--- config.mk ---
export PLATFORM = sky130hd
export DESIGN_NAME = z80_mmu_ctx
export DESIGN_NICKNAME = d
export VERILOG_FILES = /design/src/rtl/z80_mmu_ctx.sv
export SDC_FILE = /design/constraint.sdc
export NUM_CORES = 1
export LEC_CHECK = 0
export BUFFER_PORTS_ARGS = -buffer_cell sky130_fd_sc_hd__buf_2
export CORE_MARGIN = 4
export CORE_UTILIZATION = 65
export CTS_CLUSTER_DIAMETER = 120
export DETAILED_ROUTE_END_ITERATION = 12
export GPL_TIMING_DRIVEN = 0
export HOLD_SLACK_MARGIN = 0.06
export PLACE_DENSITY = 0.94
export REMOVE_ABC_BUFFERS = 1
export SYNTH_ARGS = -nofsm -noshare
export SYNTH_HDL_FRONTEND = slang
export SYNTH_SLANG_ARGS = --single-unit
--- constraint.sdc ---
create_clock -name i_clk -period 4.94 [get_ports i_clk]
set_input_delay 0.494 -clock i_clk [delete_from_list [all_inputs] [get_ports i_clk]]
set_output_delay 0.494 -clock i_clk [all_outputs]
set_load 0.05 [all_outputs]
--- src/rtl/z80_mmu_ctx.sv ---
// z80_mmu_ctx: multi-context Z80 paging MMU.
//   Holds NUM_CTX sets of NUM_PAGES slot registers (block number plus an
//   optional write-protect bit). The CPU page is translated through the
//   active context, software edits a separately selected edit context, and a
//   sequential copy engine clones a source context into the edit context.
// Optional feature macro: Z80_MMU_WP_EN (per-slot write-protect bit in slot
//   bit 7, o_wp output and latched write-fault interrupt). Without it o_wp,
//   fault pending and the FAULT register are constant zero.
// Ports:
//   i_clk, i_reset          clock, async active-high reset
//   i_cs_n, i_wr_n          register select / write strobe (active low)
//   i_addr, i_data, o_data  register address, write data, comb. read data
//   i_page, i_mem_wr_n      CPU page to translate, CPU memory write strobe
//   o_block, o_wp           comb. translated block and write-protect flag
//   o_fault_irq, o_busy     registered fault pending / copy engine running
module z80_mmu_ctx #(
    parameter int unsigned NUM_PAGES = 4,
    parameter int unsigned NUM_CTX   = 2,
    parameter int unsigned BLOCK_W   = 7
) (
    input  logic                           i_clk,
    input  logic                           i_reset,
    input  logic                           i_cs_n,
    input  logic                           i_wr_n,
    input  logic [$clog2(NUM_PAGES):0]     i_addr,
    input  logic [7:0]                     i_data,
    output logic [7:0]                     o_data,
    input  logic [$clog2(NUM_PAGES)-1:0]   i_page,
    input  logic                           i_mem_wr_n,
    output logic [BLOCK_W-1:0]             o_block,
    output logic                           o_wp,
    output logic                           o_fault_irq,
    output logic                           o_busy
);
    localparam int unsigned PAGE_W = $clog2(NUM_PAGES);
    localparam int unsigned CTX_W  = $clog2(NUM_CTX);
    localparam int unsigned SLOT_W = CTX_W + PAGE_W;
    localparam int unsigned NSLOT  = NUM_CTX * NUM_PAGES;

    typedef enum logic {S_IDLE, S_COPY} state_t;

    state_t             state_q, state_d;
    logic [PAGE_W-1:0]  cnt_q, cnt_d;
    logic [CTX_W-1:0]   src_q, src_d;
    logic [CTX_W-1:0]   dst_q, dst_d;
    logic [CTX_W-1:0]   act_q, act_d;
    logic [CTX_W-1:0]   edit_q, edit_d;
    logic               busy_q, busy_d;
    logic [BLOCK_W-1:0] blk_q [NSLOT];
    logic [BLOCK_W-1:0] blk_d [NSLOT];

    logic               pend_q;
    logic [PAGE_W-1:0]  fault_page_q;
    logic [CTX_W-1:0]   fault_ctx_q;
    logic               rd_wp_c;
    logic               tr_wp_c;

    logic               reg_wr_c;
    logic [PAGE_W-1:0]  idx_c;
    logic               slot_wr_c, ctrl_wr_c, copy_wr_c;
    logic [SLOT_W-1:0]  edit_slot_c, act_slot_c, copy_src_c, copy_dst_c;

    // Register decode; slot index is {ctx, page}
    always_comb begin
        reg_wr_c    = !i_cs_n && !i_wr_n;
        idx_c       = i_addr[PAGE_W-1:0];
        slot_wr_c   = reg_wr_c && !i_addr[PAGE_W] && !busy_q;
        ctrl_wr_c   = reg_wr_c && i_addr[PAGE_W] && (idx_c == PAGE_W'(0));
        copy_wr_c   = reg_wr_c && i_addr[PAGE_W] && (idx_c == PAGE_W'(1)) && !busy_q;
        edit_slot_c = {edit_q, idx_c};
        act_slot_c  = {act_q, i_page};
        copy_src_c  = {src_q, cnt_q};
        copy_dst_c  = {dst_q, cnt_q};
    end

    // Next-state: context select, slot writes and the copy engine
    always_comb begin
        state_d = state_q;
        cnt_d   = cnt_q;
        src_d   = src_q;
        dst_d   = dst_q;
        act_d   = act_q;
        edit_d  = edit_q;
        blk_d   = blk_q;
        if (ctrl_wr_c) begin
            act_d = i_data[CTX_W-1:0];
            if (!busy_q) begin
                edit_d = i_data[4 +: CTX_W];
            end
        end
        if (slot_wr_c) begin
            blk_d[edit_slot_c] = i_data[BLOCK_W-1:0];
        end
        case (state_q)
            S_IDLE: begin
                if (copy_wr_c) begin
                    state_d = S_COPY;
                    src_d   = i_data[CTX_W-1:0];
                    dst_d   = edit_q;
                    cnt_d   = '0;
                end
            end
            S_COPY: begin
                blk_d[copy_dst_c] = blk_q[copy_src_c];
                cnt_d = cnt_q + PAGE_W'(1);
                if (cnt_q == PAGE_W'(NUM_PAGES - 1)) begin
                    state_d = S_IDLE;
                end
            end
            default: state_d = S_IDLE;
        endcase
        busy_d = (state_d == S_COPY);
    end

    // State registers; reset restores the identity map in every context
    always_ff @(posedge i_clk or posedge i_reset) begin
        if (i_reset) begin
            state_q <= S_IDLE;
            cnt_q   <= '0;
            src_q   <= '0;
            dst_q   <= '0;
            act_q   <= '0;
            edit_q  <= '0;
            busy_q  <= 1'b0;
            for (int unsigned i = 0; i < NSLOT; i++) begin
                blk_q[i] <= BLOCK_W'(i % NUM_PAGES);
            end
        end else begin
            state_q <= state_d;
            cnt_q   <= cnt_d;
            src_q   <= src_d;
            dst_q   <= dst_d;
            act_q   <= act_d;
            edit_q  <= edit_d;
            busy_q  <= busy_d;
            blk_q   <= blk_d;
        end
    end

`ifdef Z80_MMU_WP_EN
    logic              wp_q [NSLOT];
    logic              wp_d [NSLOT];
    logic              pend_d;
    logic [PAGE_W-1:0] fault_page_d;
    logic [CTX_W-1:0]  fault_ctx_d;
    logic              clr_c, flt_c;

    // Write-protect bits follow slot writes and copies; fault latch on top
    always_comb begin
        wp_d         = wp_q;
        pend_d       = pend_q;
        fault_page_d = fault_page_q;
        fault_ctx_d  = fault_ctx_q;
        clr_c = reg_wr_c && i_addr[PAGE_W] && (idx_c == PAGE_W'(2)) && i_data[1];
        flt_c = !i_mem_wr_n && tr_wp_c;
        if (slot_wr_c) begin
            wp_d[edit_slot_c] = i_data[7];
        end
        if (state_q == S_COPY) begin
            wp_d[copy_dst_c] = wp_q[copy_src_c];
        end
        if (clr_c) begin
            pend_d = 1'b0;
        end
        // A new fault beats a same-edge clear and re-arms the capture
        if (flt_c) begin
            pend_d = 1'b1;
            if (!pend_q || clr_c) begin
                fault_page_d = i_page;
                fault_ctx_d  = act_q;
            end
        end
    end

    always_ff @(posedge i_clk or posedge i_reset) begin
        if (i_reset) begin
            pend_q       <= 1'b0;
            fault_page_q <= '0;
            fault_ctx_q  <= '0;
            for (int unsigned i = 0; i < NSLOT; i++) begin
                wp_q[i] <= 1'b0;
            end
        end else begin
            pend_q       <= pend_d;
            fault_page_q <= fault_page_d;
            fault_ctx_q  <= fault_ctx_d;
            wp_q         <= wp_d;
        end
    end

    assign rd_wp_c = wp_q[edit_slot_c];
    assign tr_wp_c = wp_q[act_slot_c];
`else
    logic unused_c;

    assign pend_q       = 1'b0;
    assign fault_page_q = '0;
    assign fault_ctx_q  = '0;
    assign rd_wp_c      = 1'b0;
    assign tr_wp_c      = 1'b0;
    assign unused_c     = ^{i_data, i_mem_wr_n};
`endif

    // Register read mux
    always_comb begin
        o_data = 8'h00;
        if (!i_addr[PAGE_W]) begin
            o_data = 8'(blk_q[edit_slot_c]);
            if (rd_wp_c) begin
                o_data[7] = 1'b1;
            end
        end else begin
            case (idx_c)
                PAGE_W'(0): o_data = {4'(edit_q), 4'(act_q)};
                PAGE_W'(1): o_data = {7'b0, busy_q};
                PAGE_W'(2): o_data = {6'b0, pend_q, busy_q};
                PAGE_W'(3): o_data = 8'({4'(fault_ctx_q), fault_page_q});
                default:    o_data = 8'h00;
            endcase
        end
    end

    assign o_block     = blk_q[act_slot_c];
    assign o_wp        = tr_wp_c;
    assign o_fault_irq = pend_q;
    assign o_busy      = busy_q;

endmodule
==> results of run 1 <==
[cell usage after synthesis, drive strengths merged]
| master | instances | area share (%) |
|---|---|---|
| a2111oi | 1 | 0.20 |
| a21o | 1 | 0.17 |
| a21oi | 33 | 3.8 |
| a31o | 1 | 0.20 |
| and3 | 2 | 0.29 |
| and4 | 1 | 0.20 |
| buf | 16 | 2.0 |
| clkbuf | 25 | 2.2 |
| conb | 1 | 0.086 |
| dfrtp | 55 | 32 |
| dfstp | 8 | 4.8 |
| ha | 4 | 1.2 |
| inv | 3 | 0.26 |
| mux2 | 11 | 2.8 |
| mux2i | 67 | 15 |
| mux4 | 37 | 19 |
| nand2 | 43 | 3.7 |
| nand2b | 1 | 0.14 |
| nand3 | 5 | 0.57 |
| nand3b | 2 | 0.34 |
| nand4 | 2 | 0.29 |
| nand4b | 3 | 0.60 |
| nor2 | 36 | 3.1 |
| nor3 | 3 | 0.60 |
| nor3b | 2 | 0.34 |
| nor4 | 2 | 0.63 |
| nor4bb | 1 | 0.23 |
| o211ai | 1 | 0.17 |
| o21ai | 34 | 3.9 |
| o22ai | 1 | 0.14 |
| or2 | 1 | 0.14 |
| or3 | 1 | 0.14 |
| or4 | 2 | 0.52 |
[power groups by stage]
| stage | Combinational (µW) | Clock, µW | Sequential (µW) |
|---|---|---|---|
| detailed placement | 1220 | 0 | 1120 |
| global route | 1330 | 518 | 1170 |
| CTS | 1230 | 498 | 1110 |
| global placement | 1160 | 0 | 1080 |
| finish | 1240 | 494 | 1130 |
| floorplan | 992 | 0 | 998 |
[state kept, by name (all words and copies together), names as in the netlist]
signal / flops
edit_q: 1
blk_q: 56
act_q: 1
o_busy: 1
cnt_q: 2
dst_q: 1
src_q: 1
[final cells by class]
cell class | instances | area share, %
Inverter | 3 | 0.241
Clock inverter | 6 | 1.82
Multi-Input combinational cell | 301 | 55.6
Sequential cell | 63 | 33.9
Timing Repair Buffer | 31 | 3.64
Tap cell | 77 | 2.06
Clock buffer | 10 | 2.73
[cell families after synthesis]
kind of cell / count (synthesis)
buffers and inverters: 44
other: 1
adders and majority gates: 4
DFF: 63
and+or+nand+nor: 107
AOI/OAI and AO/OA: 72
muxes: 115
[critical path: cells and delay by family, from the launching register on]
family                 cells  cell delay [ps]
AO/OA/AOI/OAI              3              770
buffers and inverters      1              230
flip-flops                 1              960
AND/OR/NAND/NOR            1              250
[how the worst max path moves through the flow]
stage                      endpoint  slack, ps  cells after the start
after floorplan           o_data[0]       2270                      3
after global placement    blk_q[40]       1940                      3
after detailed placement  o_data[0]       2030                      8
after CTS                 o_data[4]       1890                      5
after global routing      o_data[0]       1780                      8
final                     o_data[4]       1890                      5
[metal layers]
| metal | share of wire [%] | vias to the layer above | track usage, % |
|---|---|---|---|
| met5 | 0 | - | 0 |
| met4 | 4.0 | 0 | 16.5 |
| met3 | 9.1 | 47 | 5.76 |
| met2 | 51 | 201 | 49.9 |
| met1 | 36 | 1694 | 35.7 |
| li1 | - | 1492 | - |
[cells in the final DEF (no fill, tap or decap), types with 2 or more instances in the layout]
master       n
dfstp_2      8
nand4b_1     3
nor2_1      36
mux4_2      37
mux2i_1     67
bufinv_16    2
buf_2       30
inv_1        2
dfrtp_1     55
nor3b_2      2
conb_1       3
nor3_2       2
a21oi_1     33
nand3_1      5
nand2_1     43
clkinvlp_4   2
mux2_2      11
or4_4        2
o21ai_1      7
o21ai_0     27
nand3b_1     2
and3_1       2
clkinv_2     2
ha_1         4
clkbuf_8     9
nand4_1      2
[metrics by stage]
stage,instance area (µm²),hold WS [ps]
finish,4680,165
global route,4680,212
CTS,4680,168
detailed placement,4460,550
global placement,4420,558
floorplan,4180,539
==> results.cfg, run 1 <==
[synth]
synth_compound_area_share_pct = 8.60
synth_top_family_by_area = multiplexers
synthAdderAreaFrac_pct = 1.15
syn_area_mm2 = 0.00435
netlist_instances = 406
synth_xor_area_share_pct = 0
syn_area_per_cell_um2 = 10.7
yosysUniqueCellTypes = 39
ys_warn_count = 0
muxShareOfSynthArea_pct = 37.4
synth-seq-cells = 63
synthSimpleGateAreaFrac_pct = 11.9
ys_seq_area_share_pct = 36.5

[sta]
fin_crit_ps = 3050
hold_violations = 0
slew_viol_final = 0
rsz0062_at_grt = false
setup_viol = 0
fin_setup_tns_ps = 0
max_clock_freq_mhz = 328
post-route-period-util_pct = 61.8
relSlewSlack_pct = 20.6
setup_ws_ps = 1890
worstMarginPinSlew_ps = 1190
finalClockSkew_ps = 9.54

[pwr]
clkPwrFrac_pct = 17.3
p_per_area_mw_per_mm2 = 611
ir_drop_uv = 477
p_switching_uw = 1220
power_frac_comb_pct = 43.2
intPower_uw = 1630
swShare_pct = 42.8
leakagePower_uw = 0.00190
finalPower_uw = 2860
seq_power_share_pct = 39.5

[layout]
finalNonFillerCells = 491
diodes = 0
nets = 431
fill_cells = 417
area_delta_synth_final_pct = 7.48
postLayoutCoreUtil_pct = 72.8
multi_input_area_mm2 = 0.00260
drive_gt1_share_pct = 27.3
seq_area_mm2 = 0.00159

[run]
cap_viol_max_count = 0

[route]
routed_wl_mm = 11.5
drc = 0
wl_per_cell_um = 23.4
via_per_inst = 6.99
ant_nets = 0
drtPass1Iterations = 5
num_vias = 3434
first_iter_violations = 340

[worst_setup_path]
rr_endpoint = blk_q[16]
max_stage_delay_ps = 960
rr_worst_depth = 4
path_class = reg2out
critPathLaunchType = register
cp-end-kind = output pin
crit_chain = nor2_1 > a31o_2 > a2111oi_0 > a21oi_1 > buf_2
crit_start = edit_q
reg2reg_slack_ps = 2310
worst_ep_required_time_ps = 4450
reg2reg_from = o_busy
crit_arrival_ps = 2560
cp_slowest_cell = dfrtp_1
cp_max_fo = 25

[clocking]
cts_tree = done
ctsResizeCount = 0
cts_sinks = 63
max-clock-path-buffers = 2
numCtsBuffers = 9
holdBufCountCts = 0
cts_setup_buffers = 0
clock-root-buffer = clkbuf_8
clk_latency_ps = 350
clk_pin_slew_ps = 70
htreeDepth = 3

[place]
place_congestion = 0.905
port_buffers = 30
placed_cells = 475
dp_hpwl_mm = 7.45
post-place-ws_ps = 2030

[floorplan]
io_pins = 36
die_height_um = 89.8
num_rows = 29
core_mm2 = 0.00642
initial_core_util_pct = 67.8
die_w_um = 89.8
dieArea_mm2 = 0.00807

[grt]
grt_pass1_wl_mm = 18.5
antenna_found_initial = 0
grt_use_total_pct = 29.5
grt_pass1_vias = 3569
overflow = 0
grt_max_degree = 43

[status]
status = finished, final reports clean

[min_path]
min_path_type = in2async
No activity file was read; power rests on OpenSTA's default activity.
==> run 2: changes to the inputs <==
Settings changed: ABC_AREA set to 1, CORE_UTILIZATION 65 to 62, PLACE_DENSITY 0.94 to 0.9.
Clock period 4.94 ns to 3 ns, I/O delays scaled along.
==> results.cfg, run 2 <==
[status]
status = finished, final reports clean

[layout]
final_common_cell = nand2_1
diodes = 0
drive_gt1_share_pct = 9.77
fill_cells = 697
area_delta_synth_final_pct = 4.77
final_area_mm2 = 0.00539
final_cell_mix = nand2_1, nand3_1, inv_1, o21ai_0, dfrtp_1
seq_area_mm2 = 0.00159
nets = 856
multi_input_area_mm2 = 0.00287
reg_top3 = blk_q (56), cnt_q (2)
largest_reg_flops = 56
regMostFlops = blk_q

[clocking]
cts_sinks = 63
htreeDepth = 3
clock-root-buffer = clkbuf_8
cts_setup_buffers = 0
max-clock-path-buffers = 2
clk_latency_ps = 360
cts_tree = done
numCtsBuffers = 9
clk_pin_slew_ps = 80

[place]
dp_hpwl_mm = 11.8
port_buffers = 30
place_congestion = 0.984
placed_area_mm2 = 0.00518

[floorplan]
io_pins = 36
die_w_um = 99.1
num_rows = 32
initial_core_util_pct = 65.2
dieArea_mm2 = 0.00982
core_mm2 = 0.00789
die_height_um = 99.1

[grt]
grt_pass1_vias = 5539
grt_pass1_wl_mm = 27.6
grt_max_degree = 55
overflow = 0
grt_use_total_pct = 35.5
antenna_found_initial = 0

[route]
drc = 0
routed_wl_mm = 17.3
ant_nets = 0
via_per_inst = 6.25
drtPass1Iterations = 6
num_vias = 5880
first_iter_violations = 738
wl_per_cell_um = 18.4

[synth]
async_flop_share_pct = 100
synth_commonest_cells = nand2_1, nand3_1, inv_1, o21ai_0, dfrtp_1
yosysMostFrequentCell = nand2_1
ys_seq_area_share_pct = 30.8
netlist_instances = 832
synthTopCellsByArea = dfrtp_1, nand2_1, nand3_1, o21ai_0, inv_1
synth-seq-cells = 63
syn_area_per_cell_um2 = 6.19
synth_top_area_cell = dfrtp_1
ys_warn_count = 0
yosysUniqueCellTypes = 31
syn_area_mm2 = 0.00515
synth_ff_type = dfrtp_1
synth_top_area_share_pct = 26.7
synth_edf_count = 0

[sta]
worstMarginPinSlew_ps = 1260
setup_viol = 0
slew_viol_final = 0
hold_violations = 0
relSlewSlack_pct = 16.2
rsz0062_at_grt = false
max_clock_freq_mhz = 345
fin_crit_ps = 2900
post-route-period-util_pct = 96.7
finalClockSkew_ps = 10.9
fin_setup_tns_ps = 0

[pwr]
p_per_area_mw_per_mm2 = 1050
ir_drop_uv = 876
leakagePower_uw = 0.00288

[worst_setup_path]
worst_ep_required_time_ps = 2700
rr_worst_depth = 8
crit_arrival_ps = 2600
path_class = in2out
cp-end-kind = output pin
critPathLaunchType = input port
cp_max_fo = 29

[min_path]
min_path_type = in2reg
min_path_cells = 3

[run]
cap_viol_max_count = 0
-- run 2: cell types whose count changed after synthesis, moves of 37 or more --
cell,previous run,this run
mux4_2,37,0
o21ai_0,27,88
nand3_1,5,111
mux2i_1,67,0
inv_1,3,103
nand2_1,43,280
-- run 2: path summary, 6_finish.rpt --
kind,from,to,slack [ps]
worst max-delay path,i_page[0],o_block[2],100
worst min-delay path,i_data[4],edit_q,320
worst max register to register,cnt_q[0],blk_q[48],130
worst min register to register,blk_q[24],blk_q[24],550
max in group asynchronous,i_reset,blk_q[14],1740
min in group asynchronous,i_reset,src_q,570
-- run 2: kinds of logic (layout without fill, tap and decap cells) --
family | after synthesis | after routing | synth area share (%)
other cells | 1 | 3 | 0.0729
buf+inv | 158 | 163 | 13.6
fa+ha+maj | 4 | 4 | 0.973
compound gates | 159 | 159 | 16.0
simple gates | 447 | 447 | 38.5
flops | 63 | 63 | 30.8
-- run 2: per-layer routing --
metal / GRT usage, % / share of wire (%)
met1: 45.9 / 36
met2: 56.4 / 45
met3: 7.50 / 14
met4: 18.0 / 4.8
met5: 0 / 0
-- run 2: layout make-up --
cell class,instances,share of cell area (%)
multi-input cells,613,53.1
flip-flops and latches,63,29.4
inverters,115,8.15
repair buffers,32,3.34
clock buffers,12,2.69
well taps,102,2.37
clock inverters,4,0.882
-- run 2: timing repair --
item                                   CTS  global route
gates resized for setup                  0             1
endpoints found under the hold margin   25             0
setup endpoints to repair                0             1
hold buffers                             1             0
-- run 2: metrics by stage --
step	utilization, %	instances	setup WS (ps)	power [µW]	hold slack [ps]
after floorplan	-	791	787	3890	421
after global placement	65.5	923	247	4670	525
after detailed placement	65.7	924	197	4800	406
after CTS	68.3	941	191	5550	323
after global routing	68.4	941	17.7	6110	339
final	68.4	941	100	5680	325
-- run 2: power by group --
group | internal (µW) | total, µW | switching [µW]
Clock | 404 | 746 | 341
Combinational | 902 | 3030 | 2130
Sequential | 1320 | 1900 | 576
Total | 2630 | 5680 | 3050
-- run 2: critical path, cell delays in order --
cell	delay [ps]
buf_2	430
clkinv_1	840
a21oi_1	350
o21ai_0	140
nand3_1	140
o21a_1	140
buf_2	250
